[config.mk]
export PLATFORM = sky130hd
export DESIGN_NAME = regfile_access_ctrl_flat
export DESIGN_NICKNAME = d
export VERILOG_FILES = /design/src/rtl/regfile_access_ctrl_pkg.sv /design/src/rtl/regfile_access_ctrl_if.sv /design/src/rtl/regfile_access_ctrl_clear_seq.sv /design/src/rtl/regfile_access_ctrl.sv /design/src/flat_wrapper.sv
export SDC_FILE = /design/constraint.sdc
export NUM_CORES = 1
export LEC_CHECK = 0
export ABC_AREA = 1
export BUFFER_PORTS_ARGS = -buffer_cell sky130_fd_sc_hd__buf_2
export CORE_MARGIN = 5
export CORE_UTILIZATION = 25
export DETAILED_ROUTE_END_ITERATION = 6
export SLEW_MARGIN = 20
export SYNTH_ARGS = -nofsm -noshare
export SYNTH_HDL_FRONTEND = slang
export SYNTH_SLANG_ARGS = --single-unit
[constraint.sdc]
create_clock -name clk -period 3.8 [get_ports clk]
set_input_delay 0.38 -clock clk [delete_from_list [all_inputs] [get_ports clk]]
set_output_delay 0.38 -clock clk [all_outputs]
set_load 0.05 [all_outputs]
[src/rtl/regfile_access_ctrl_pkg.sv]
// regfile_access_ctrl_pkg: shared FSM encoding and register-address constants
package regfile_access_ctrl_pkg;
   localparam int REG_ADDR_W = 5;
   localparam logic [REG_ADDR_W-1:0] ZERO_REG = '0;
   localparam logic [1:0] ST_INIT  = 2'd0;
   localparam logic [1:0] ST_RUN   = 2'd1;
   localparam logic [1:0] ST_GRANT = 2'd2;
   localparam logic [1:0] ST_ACK   = 2'd3;
endpackage

[src/rtl/regfile_access_ctrl_if.sv]
// regfile_access_ctrl_if: debug/monitor request channel (req/we/addr/wdata from master, ack/rdata from slave)
interface regfile_access_ctrl_if import regfile_access_ctrl_pkg::*; #(
   parameter int REGISTER_WIDTH = 32
) ();
   logic                      req;
   logic                      we;
   logic [REG_ADDR_W-1:0]     addr;
   logic [REGISTER_WIDTH-1:0] wdata;
   logic                      ack;
   logic [REGISTER_WIDTH-1:0] rdata;
   modport master (output req, we, addr, wdata, input ack, rdata);
   modport slave  (input req, we, addr, wdata, output ack, rdata);
endinterface

[src/rtl/regfile_access_ctrl_clear_seq.sv]
// regfile_clear_seq: post-reset sweep pointer over x1..x(DEPTH-1); ports clk, resetn, ptr, last (final write this cycle), done
module regfile_clear_seq import regfile_access_ctrl_pkg::*; #(
   parameter int REGISTER_DEPTH = 32
) (
   input  logic                  clk,
   input  logic                  resetn,
   output logic [REG_ADDR_W-1:0] ptr,
   output logic                  last,
   output logic                  done
);
   assign last = !done && ptr == REG_ADDR_W'(REGISTER_DEPTH - 1);
   always_ff @(posedge clk or negedge resetn) begin
      if (!resetn) begin
         ptr  <= REG_ADDR_W'(1);
         done <= 1'b0;
      end else if (!done) begin
         ptr  <= ptr + REG_ADDR_W'(1);
         done <= last;
      end
   end
endmodule

[src/rtl/regfile_access_ctrl.sv]
// regfile_access_ctrl: shares the 2R/1W register file between core and debug, with post-reset clear sweep
// Ports: clk/resetn; core_* datapath side (we/waddr/wdata/raddr1/raddr2 in, rdata1/rdata2/stall/init_done out);
// dbg (regfile_access_ctrl_if.slave) debug requester; rf_* register file drive and combinational read data.
// REGFILE_CTRL_FWD_EN: when defined, same-cycle core write-to-read forwarding in RUN/ACK.
module regfile_access_ctrl import regfile_access_ctrl_pkg::*; #(
   parameter int REGISTER_WIDTH = 32,
   parameter int REGISTER_DEPTH = 32,
   parameter int STARVE_LIMIT   = 4
) (
   input  logic                      clk,
   input  logic                      resetn,
   input  logic                      core_we,
   input  logic [REG_ADDR_W-1:0]     core_waddr,
   input  logic [REGISTER_WIDTH-1:0] core_wdata,
   input  logic [REG_ADDR_W-1:0]     core_raddr1,
   input  logic [REG_ADDR_W-1:0]     core_raddr2,
   output logic [REGISTER_WIDTH-1:0] core_rdata1,
   output logic [REGISTER_WIDTH-1:0] core_rdata2,
   output logic                      core_stall,
   output logic                      init_done,
   regfile_access_ctrl_if.slave      dbg,
   output logic                      rf_we,
   output logic [REG_ADDR_W-1:0]     rf_a1,
   output logic [REG_ADDR_W-1:0]     rf_a2,
   output logic [REG_ADDR_W-1:0]     rf_a3,
   output logic [REGISTER_WIDTH-1:0] rf_wd,
   input  logic [REGISTER_WIDTH-1:0] rf_rd1,
   input  logic [REGISTER_WIDTH-1:0] rf_rd2
);
   logic [1:0]            state;
   logic [3:0]            starve_cnt;
   logic [REG_ADDR_W-1:0] sweep_ptr;
   logic                  sweep_last;
   logic                  in_init;
   logic                  in_grant;
   logic                  grant;
   logic                  fwd1;
   logic                  fwd2;
   regfile_clear_seq #(.REGISTER_DEPTH(REGISTER_DEPTH)) u_clear (
      .clk    (clk),
      .resetn (resetn),
      .ptr    (sweep_ptr),
      .last   (sweep_last),
      .done   (init_done)
   );
   always_comb begin
      in_init     = state == ST_INIT;
      in_grant    = state == ST_GRANT;
      // debug wins on an idle core cycle, or once it has been blocked STARVE_LIMIT times
      grant       = state == ST_RUN && dbg.req && (!core_we || starve_cnt == 4'(STARVE_LIMIT));
      core_stall  = in_init || in_grant;
      rf_a1       = in_grant ? dbg.addr : core_raddr1;
      rf_a2       = core_raddr2;
      rf_a3       = in_init ? sweep_ptr : in_grant ? dbg.addr : core_waddr;
      rf_wd       = in_init ? '0 : in_grant ? dbg.wdata : core_wdata;
      rf_we       = in_init || (in_grant ? dbg.we && dbg.addr != ZERO_REG : core_we && core_waddr != ZERO_REG);
`ifdef REGFILE_CTRL_FWD_EN
      // rf_we outside INIT/GRANT already implies a nonzero core write address
      fwd1        = !core_stall && rf_we && rf_a3 == core_raddr1;
      fwd2        = !core_stall && rf_we && rf_a3 == core_raddr2;
`else
      fwd1        = 1'b0;
      fwd2        = 1'b0;
`endif
      core_rdata1 = core_raddr1 == ZERO_REG ? '0 : fwd1 ? core_wdata : rf_rd1;
      core_rdata2 = core_raddr2 == ZERO_REG ? '0 : fwd2 ? core_wdata : rf_rd2;
   end
   always_ff @(posedge clk or negedge resetn) begin
      if (!resetn) begin
         state      <= ST_INIT;
         starve_cnt <= '0;
         dbg.ack    <= 1'b0;
         dbg.rdata  <= '0;
      end else begin
         state   <= in_init ? (sweep_last ? ST_RUN : ST_INIT) : in_grant ? ST_ACK : grant ? ST_GRANT : ST_RUN;
         dbg.ack <= in_grant;
         if (in_grant && !dbg.we)
            dbg.rdata <= dbg.addr == ZERO_REG ? '0 : rf_rd1;
         if (state == ST_RUN)
            starve_cnt <= (!dbg.req || grant) ? '0 : starve_cnt + 4'(starve_cnt != 4'hF);
      end
   end
endmodule
[src/flat_wrapper.sv]
// flat-port wrapper written by rule: the top's interface ports become plain ports
module regfile_access_ctrl_flat import regfile_access_ctrl_pkg::*;
#(
   parameter int REGISTER_WIDTH = 32,
   parameter int REGISTER_DEPTH = 32,
   parameter int STARVE_LIMIT   = 4
)
  (clk, resetn, core_we, core_waddr, core_wdata, core_raddr1, core_raddr2, core_rdata1, core_rdata2, core_stall, init_done, rf_we, rf_a1, rf_a2, rf_a3, rf_wd, rf_rd1, rf_rd2, dbg_req, dbg_we, dbg_addr, dbg_wdata, dbg_ack, dbg_rdata);
  regfile_access_ctrl_if #(.REGISTER_WIDTH(REGISTER_WIDTH)) dbg_i ();
  input  logic clk;
  input  logic resetn;
  input  logic core_we;
  input  logic [REG_ADDR_W-1:0] core_waddr;
  input  logic [REGISTER_WIDTH-1:0] core_wdata;
  input  logic [REG_ADDR_W-1:0] core_raddr1;
  input  logic [REG_ADDR_W-1:0] core_raddr2;
  output logic [REGISTER_WIDTH-1:0] core_rdata1;
  output logic [REGISTER_WIDTH-1:0] core_rdata2;
  output logic core_stall;
  output logic init_done;
  output logic rf_we;
  output logic [REG_ADDR_W-1:0] rf_a1;
  output logic [REG_ADDR_W-1:0] rf_a2;
  output logic [REG_ADDR_W-1:0] rf_a3;
  output logic [REGISTER_WIDTH-1:0] rf_wd;
  input  logic [REGISTER_WIDTH-1:0] rf_rd1;
  input  logic [REGISTER_WIDTH-1:0] rf_rd2;
  input wire logic [$bits(dbg_i.req)-1:0] dbg_req;
  input wire logic [$bits(dbg_i.we)-1:0] dbg_we;
  input wire logic [$bits(dbg_i.addr)-1:0] dbg_addr;
  input wire logic [$bits(dbg_i.wdata)-1:0] dbg_wdata;
  output wire logic [$bits(dbg_i.ack)-1:0] dbg_ack;
  output wire logic [$bits(dbg_i.rdata)-1:0] dbg_rdata;
  assign dbg_i.req = dbg_req;
  assign dbg_i.we = dbg_we;
  assign dbg_i.addr = dbg_addr;
  assign dbg_i.wdata = dbg_wdata;
  assign dbg_ack = dbg_i.ack;
  assign dbg_rdata = dbg_i.rdata;
  regfile_access_ctrl #(.REGISTER_WIDTH(REGISTER_WIDTH), .REGISTER_DEPTH(REGISTER_DEPTH), .STARVE_LIMIT(STARVE_LIMIT)) u_core (.clk(clk), .resetn(resetn), .core_we(core_we), .core_waddr(core_waddr), .core_wdata(core_wdata), .core_raddr1(core_raddr1), .core_raddr2(core_raddr2), .core_rdata1(core_rdata1), .core_rdata2(core_rdata2), .core_stall(core_stall), .init_done(init_done), .dbg(dbg_i), .rf_we(rf_we), .rf_a1(rf_a1), .rf_a2(rf_a2), .rf_a3(rf_a3), .rf_wd(rf_wd), .rf_rd1(rf_rd1), .rf_rd2(rf_rd2));
endmodule
* After elaboration in Yosys (flattened, before gate mapping)
Index checks and enable logic that the tools add are counted.
** Storage, ports and cells
- Bits in registers :: 45
- Input bits :: 153
** Operators by class
- $add $sub $neg :: 2
- Eq/ne operators :: 5
- Muxes and demuxes :: 15
- Reductions and logical operators :: 20
** Operator list (number)
- two-way mux 32 bit :: 5
- zero test 5 bit :: 3
- two-way mux 5 bit :: 3
- nonzero test 5 bit :: 2
- logical AND 1 bit :: 6
- two-way mux 2 bit :: 3
- adder 5 x 1 -> 5 bit, second input constant :: 1
- == test 5 bit, second input constant :: 1
- adder 4 x 1 -> 4 bit :: 1
- == test 4 x 3 -> 1 bit, second input constant :: 1
- zero test 1 bit :: 4
- logical OR 1 bit :: 4
- two-way mux 4 bit :: 1
- inequality test 4 bit, second input constant :: 1
- two-way mux 1 bit :: 3
- == test 2 x 1 -> 1 bit, second input constant :: 1
- == test 2 bit, second input constant :: 1
- zero test 2 bit :: 1

* Longest topological paths before layout
- Word-level depth :: 6
- Depth in mapped cells :: 8
- Depth with buffers taken out :: 8

* By module
From an unflattened synthesis, not the netlist that was laid out.
** Second synthesis, totals
- Cell total of the unflattened synthesis :: 450
- Area total of the unflattened synthesis :: 3060.4 µm²
** Modules (own cells, without submodules)
- regfile_access_ctrl :: instances 1, cells an instance 414, area an instance 2766.4 µm², seq. area each 975.9 µm²
- regfile_clear_seq :: instances 1, cells an instance 36, area an instance 294.0 µm², seq. area each 151.4 µm²

* Worst setup path after synthesis
OpenSTA, ideal clock, no wires.
- Kind :: reg-to-output
- Start :: register u_core.state[0]
- End :: output rf_a3[0]
- Arrival time :: 1.891 ns
- Required time :: 3.420 ns
- Slack :: 1.529 ns
- Stages on the path, launching flop included :: 4
- Path buffers :: 1
- Path through :: dfrtp_1 -> buf_6 -> clkinv_1 -> o211ai_1
** Between the ends
- Longest elaborated chain between the ends :: 3
- Elaborated cells between the ends (all ways) :: 4
** Ends and longest elaborated chain
- start: declaration :: line regfile_access_ctrl.sv:30 : logic [1:0] state;
- start signal: assignment :: line regfile_access_ctrl.sv:75 : state <= in_init ? (sweep_last ? ST_RUN : ST_INIT) : in_grant ? ST_ACK : grant ? ST_GRANT : ST_RUN;
- == test 2 bit :: line regfile_access_ctrl.sv:48 : in_grant = state == ST_GRANT;
- two-way mux 5 bit :: line regfile_access_ctrl.sv:54 : rf_a3 = in_init ? sweep_ptr : in_grant ? dbg.addr : core_waddr;
- two-way mux 5 bit * :: line regfile_access_ctrl.sv:54
- end: declaration :: line flat_wrapper.sv:24 : output logic [REG_ADDR_W-1:0] rf_a3;
Every way passes the cells marked *; elsewhere a longest branch is shown, timed or not.

* Final worst setup path
- Start :: register u_core.state[0]
- End :: output rf_we
** Between the ends
- Longest elaborated chain between the ends :: 3
- Elaborated cells between the ends (all ways) :: 4
** Ends and longest elaborated chain
- == test 2 bit :: line regfile_access_ctrl.sv:48
- two-way mux 1 bit :: line regfile_access_ctrl.sv:56 : rf_we = in_init || (in_grant ? dbg.we && dbg.addr != ZERO_REG : core_we && core_waddr != ZERO_REG);
- logical OR 1 bit * :: line regfile_access_ctrl.sv:56
- end: declaration :: line flat_wrapper.sv:21 : output logic rf_we;
Marks and branches as above.

==> summary.txt <==
Timing
  – Hold Violations, Final: 0
  – Final Setup Violations: 0
  – Tmin final: 2.52 ns
  – Setup Skew: ~0.0038 ns
  – Slew Viols, Final: 0
  – RSZ-0062 raised after global routing: false
  – Fin crit share: 0.664
  – Worst setup margin: around 1.3 ns
  – Max Clock Freq: 396 MHz
  – Max-slew headroom: 0.368
  – Slew @ Worst Pin: roughly 0.95 ns
  – Setup_tns: 0 ns

Synthesis
  – Mux contribution to synthesized area: 0
  – XOR/XNOR Fraction of Synth Area: 0.00861
  – Sequential share of the synthesized area: 0.369
  – Post-Syn Area: 3050 um^2
  – Yosys warnings: 0
  – Simple-gate share of the synthesized area: 0.279
  – Synth Area in Compound Gates: 0.165
  – Yosys cell types: 27
  – Gate Count Post-Synth: ~440
  – Post-Syn Area per Cell: between 6 and 7 um^2
  – Syn Nets: between 500 and 600
  – Largest family of logic cells by synthesized area: simple AND/OR/NAND/NOR gates
  – Synthesized-area fraction occupied by adder cells: 0.0164
  – Yosys reg bits: 45

Power
  – Sequential Power Share: 0.203
  – Clock power frac: 0.133
  – Leak pwr: just over 3 nW
  – PwrDens: just under 800 nW/um^2
  – Sw power: about 2.2 mW
  – Peak supply drop: 0.000401 V
  – Int Power: between 1.5 and 2 mW
  – Final Power: approximately 3.8 mW
  – Combinational group share of total power: 0.665
  – Switching Share: 0.597

Finish
  – Total area of sequential cells: between 1000 and 1500 um^2
  – Ratio of cells with drive above 1 in the final layout: 0.440
  – Fill count: between 1,000 and 1,500
  – Commonest cells after routing, fill and taps aside: buf_2, nand2_1, inv_1
  – Multi-input gate area: 1430 um^2
  – Area added between synthesis and finish: 55.0%
  – NumNets Final: a little under 900
  – Leading cell type in the layout, fill and taps excluded: buf_2
  – Antenna Cells: 0

CTS
  – Num CTS Buffers: 5
  – Post_cts resized: 0
  – CTS Sinks: 45
  – Clk slew on worst S/H paths: about 0.07 ns
  – TritonCTS clock tree: built
  – Clock Latency Late Sink: approximately 0.28 ns
  – Root buf cell: clkbuf_16
  – Setup Fix Bufs, Post-CTS: 0
  – H-tree Lvls: 2
  – Max Buffers Root-to-Sink: 2
  – Hold-fix buffers, CTS: 0

Floorplan
  – Ports: 300
  – Chip width: approximately 120 um
  – Rows: 40
  – Core ar.: 12,000 um^2
  – Die area: 14,500 um^2
  – Chip height: 121 um
  – Initial core utilization: 0.254

Worst setup path
  – Crit. End Element: output pin
  – WS Path Type: register to output pin
  – Max Fanout on Critical Path: 42
  – Worst Path Required: between 3 and 4 ns
  – Setup crit start kind: register
  – Arrival @ worst endpoint: between 2 and 2.5 ns

Drt
  – Met2 wire len: ~6600 um
  – DR vias: 3,867
  – DR top layer: met4
  – Iter 0 DRT Violations: 173
  – Vias/cell: approximately 4.5
  – DRT Pass-1 Iters: 4
  – Met1 wire length: between 5000 and 6000 um
  – DR WL met3: between 1000 and 1500 um
  – WL final: roughly 14,000 um
  – DRC Markers: 0
  – WL/cell: around 16 um
  – DRT antenna net count: 0

GRT
  – Antenna violations before repair: 0
  – Grt ovf: 0
  – All-Layer GR Usage: 0.179
  – Vias in the first global route: ~3,800
  – Largest net degree at the start of global routing: 46
  – First-pass GRT wire length: between 20,000 and 25,000 um

Outcome
  – Outcome: finished clean

Placed design
  – Detailed Place HPWL: 11,000 um
  – Pre-CTS WS: 1.36 ns
  – # port buffers: about 300
  – Final GP Congestion: between 0.8 and 0.9

Worst hold path
  – Hold crit path type: input port to async pin

Flow run
  – Maxcap violations: 0
cells in the mapped netlist (all sizes together):
master  instances  area share
clkinv          1      0.0012
a22o           32       0.092
buf            18       0.046
xnor2           1      0.0029
nand3          45       0.074
clkbuf         14       0.017
nor2           11       0.021
o21bai          1      0.0025
o21ai          34       0.056
inv            79       0.097
nand2         135        0.17
nand3b          1      0.0025
dfstp           1      0.0086
a21oi           3      0.0049
ha              4       0.016
dfrtp          44        0.36
nand4           5       0.010
or2             1      0.0021
nor3            2      0.0033
o211ai          4      0.0098
xor2            2      0.0057
registers in the layout, summed over array words and instances (netlist names), named ones only:
signal and count:
u_core.state 1, u_core.starve_cnt 4, u_core.dbg.rdata 32, u_core.u_clear.ptr 5
u_core.u_clear.done 1, u_core.dbg.ack 1
worst max-delay path, stage by stage, from the launching register on:
cell and delay, ns:
dfrtp_1 0.44, nor2_8 0.49, inv_2 0.44, nand3_1 0.20, nand3_1 0.07, buf_2 0.21
worst paths after layout:
kind | start | to | slack, ns | depth (start not counted)
setup / recovery | u_core.state[0] | rf_we | 1.28 | 5
setup reg to reg | u_core.state[0] | u_core.dbg.rdata[7] | 1.41 | 5
max in group asynchronous | resetn | u_core.dbg.rdata[23] | 3.29 | 1
hold reg to reg | u_core.dbg.rdata[31] | u_core.dbg.rdata[31] | 0.48 | 2
min in group clk | rf_rd1[5] | u_core.dbg.rdata[5] | 0.34 | 3
hold / removal | resetn | u_core.dbg.rdata[5] | 0.1 | 1
stage by stage:
step	instances	utilization	hold slack, ns	instance area (um^2)
after global routing	863	0.394	0.150	4730
final	863	0.394	0.0975	4730
after global placement	855	0.380	0.470	4560
after detailed placement	855	0.380	0.472	4560
after CTS	863	0.394	0.329	4730
after floorplan	438	-	0.0844	3050
routing by layer:
metal  vias to the layer above  GRT usage
li1                       1940          -
met1                      1717      0.221
met2                       201      0.311
met3                         9     0.0458
met4                         0     0.0418
met5                         -          0
power by group through the flow:
| stage | clock, mW | combinational (mW) | sequential [mW] |
|---|---|---|---|
| 3_3_place_gp | 0 | 2.52 | 0.765 |
| 6_report | 0.498 | 2.50 | 0.761 |
| 5_1_grt | 0.542 | 2.65 | 0.784 |
| 4_1_cts | 0.515 | 2.53 | 0.762 |
| 2_1_floorplan | 0 | 1.35 | 1.31 |
| 3_5_place_dp | 0 | 2.52 | 0.761 |
area by class of cell:
| type | instances | share of cell area |
|---|---|---|
| Timing Repair Buffer | 302 | 0.322 |
| Multi-Input combinational cell | 281 | 0.302 |
| Sequential cell | 45 | 0.238 |
| Inverter | 80 | 0.0635 |
| Tap cell | 147 | 0.0389 |
| Clock buffer | 6 | 0.0272 |
| Clock inverter | 2 | 0.00820 |
cell families after synthesis:
logic type / Yosys count
AOI/OAI and AO/OA: 74
DFF: 45
adders and majority gates: 4
xor gates and xnor gates: 3
buffers and inverters: 112
and+or+nand+nor: 200
Power figures use the tool's default switching activity.
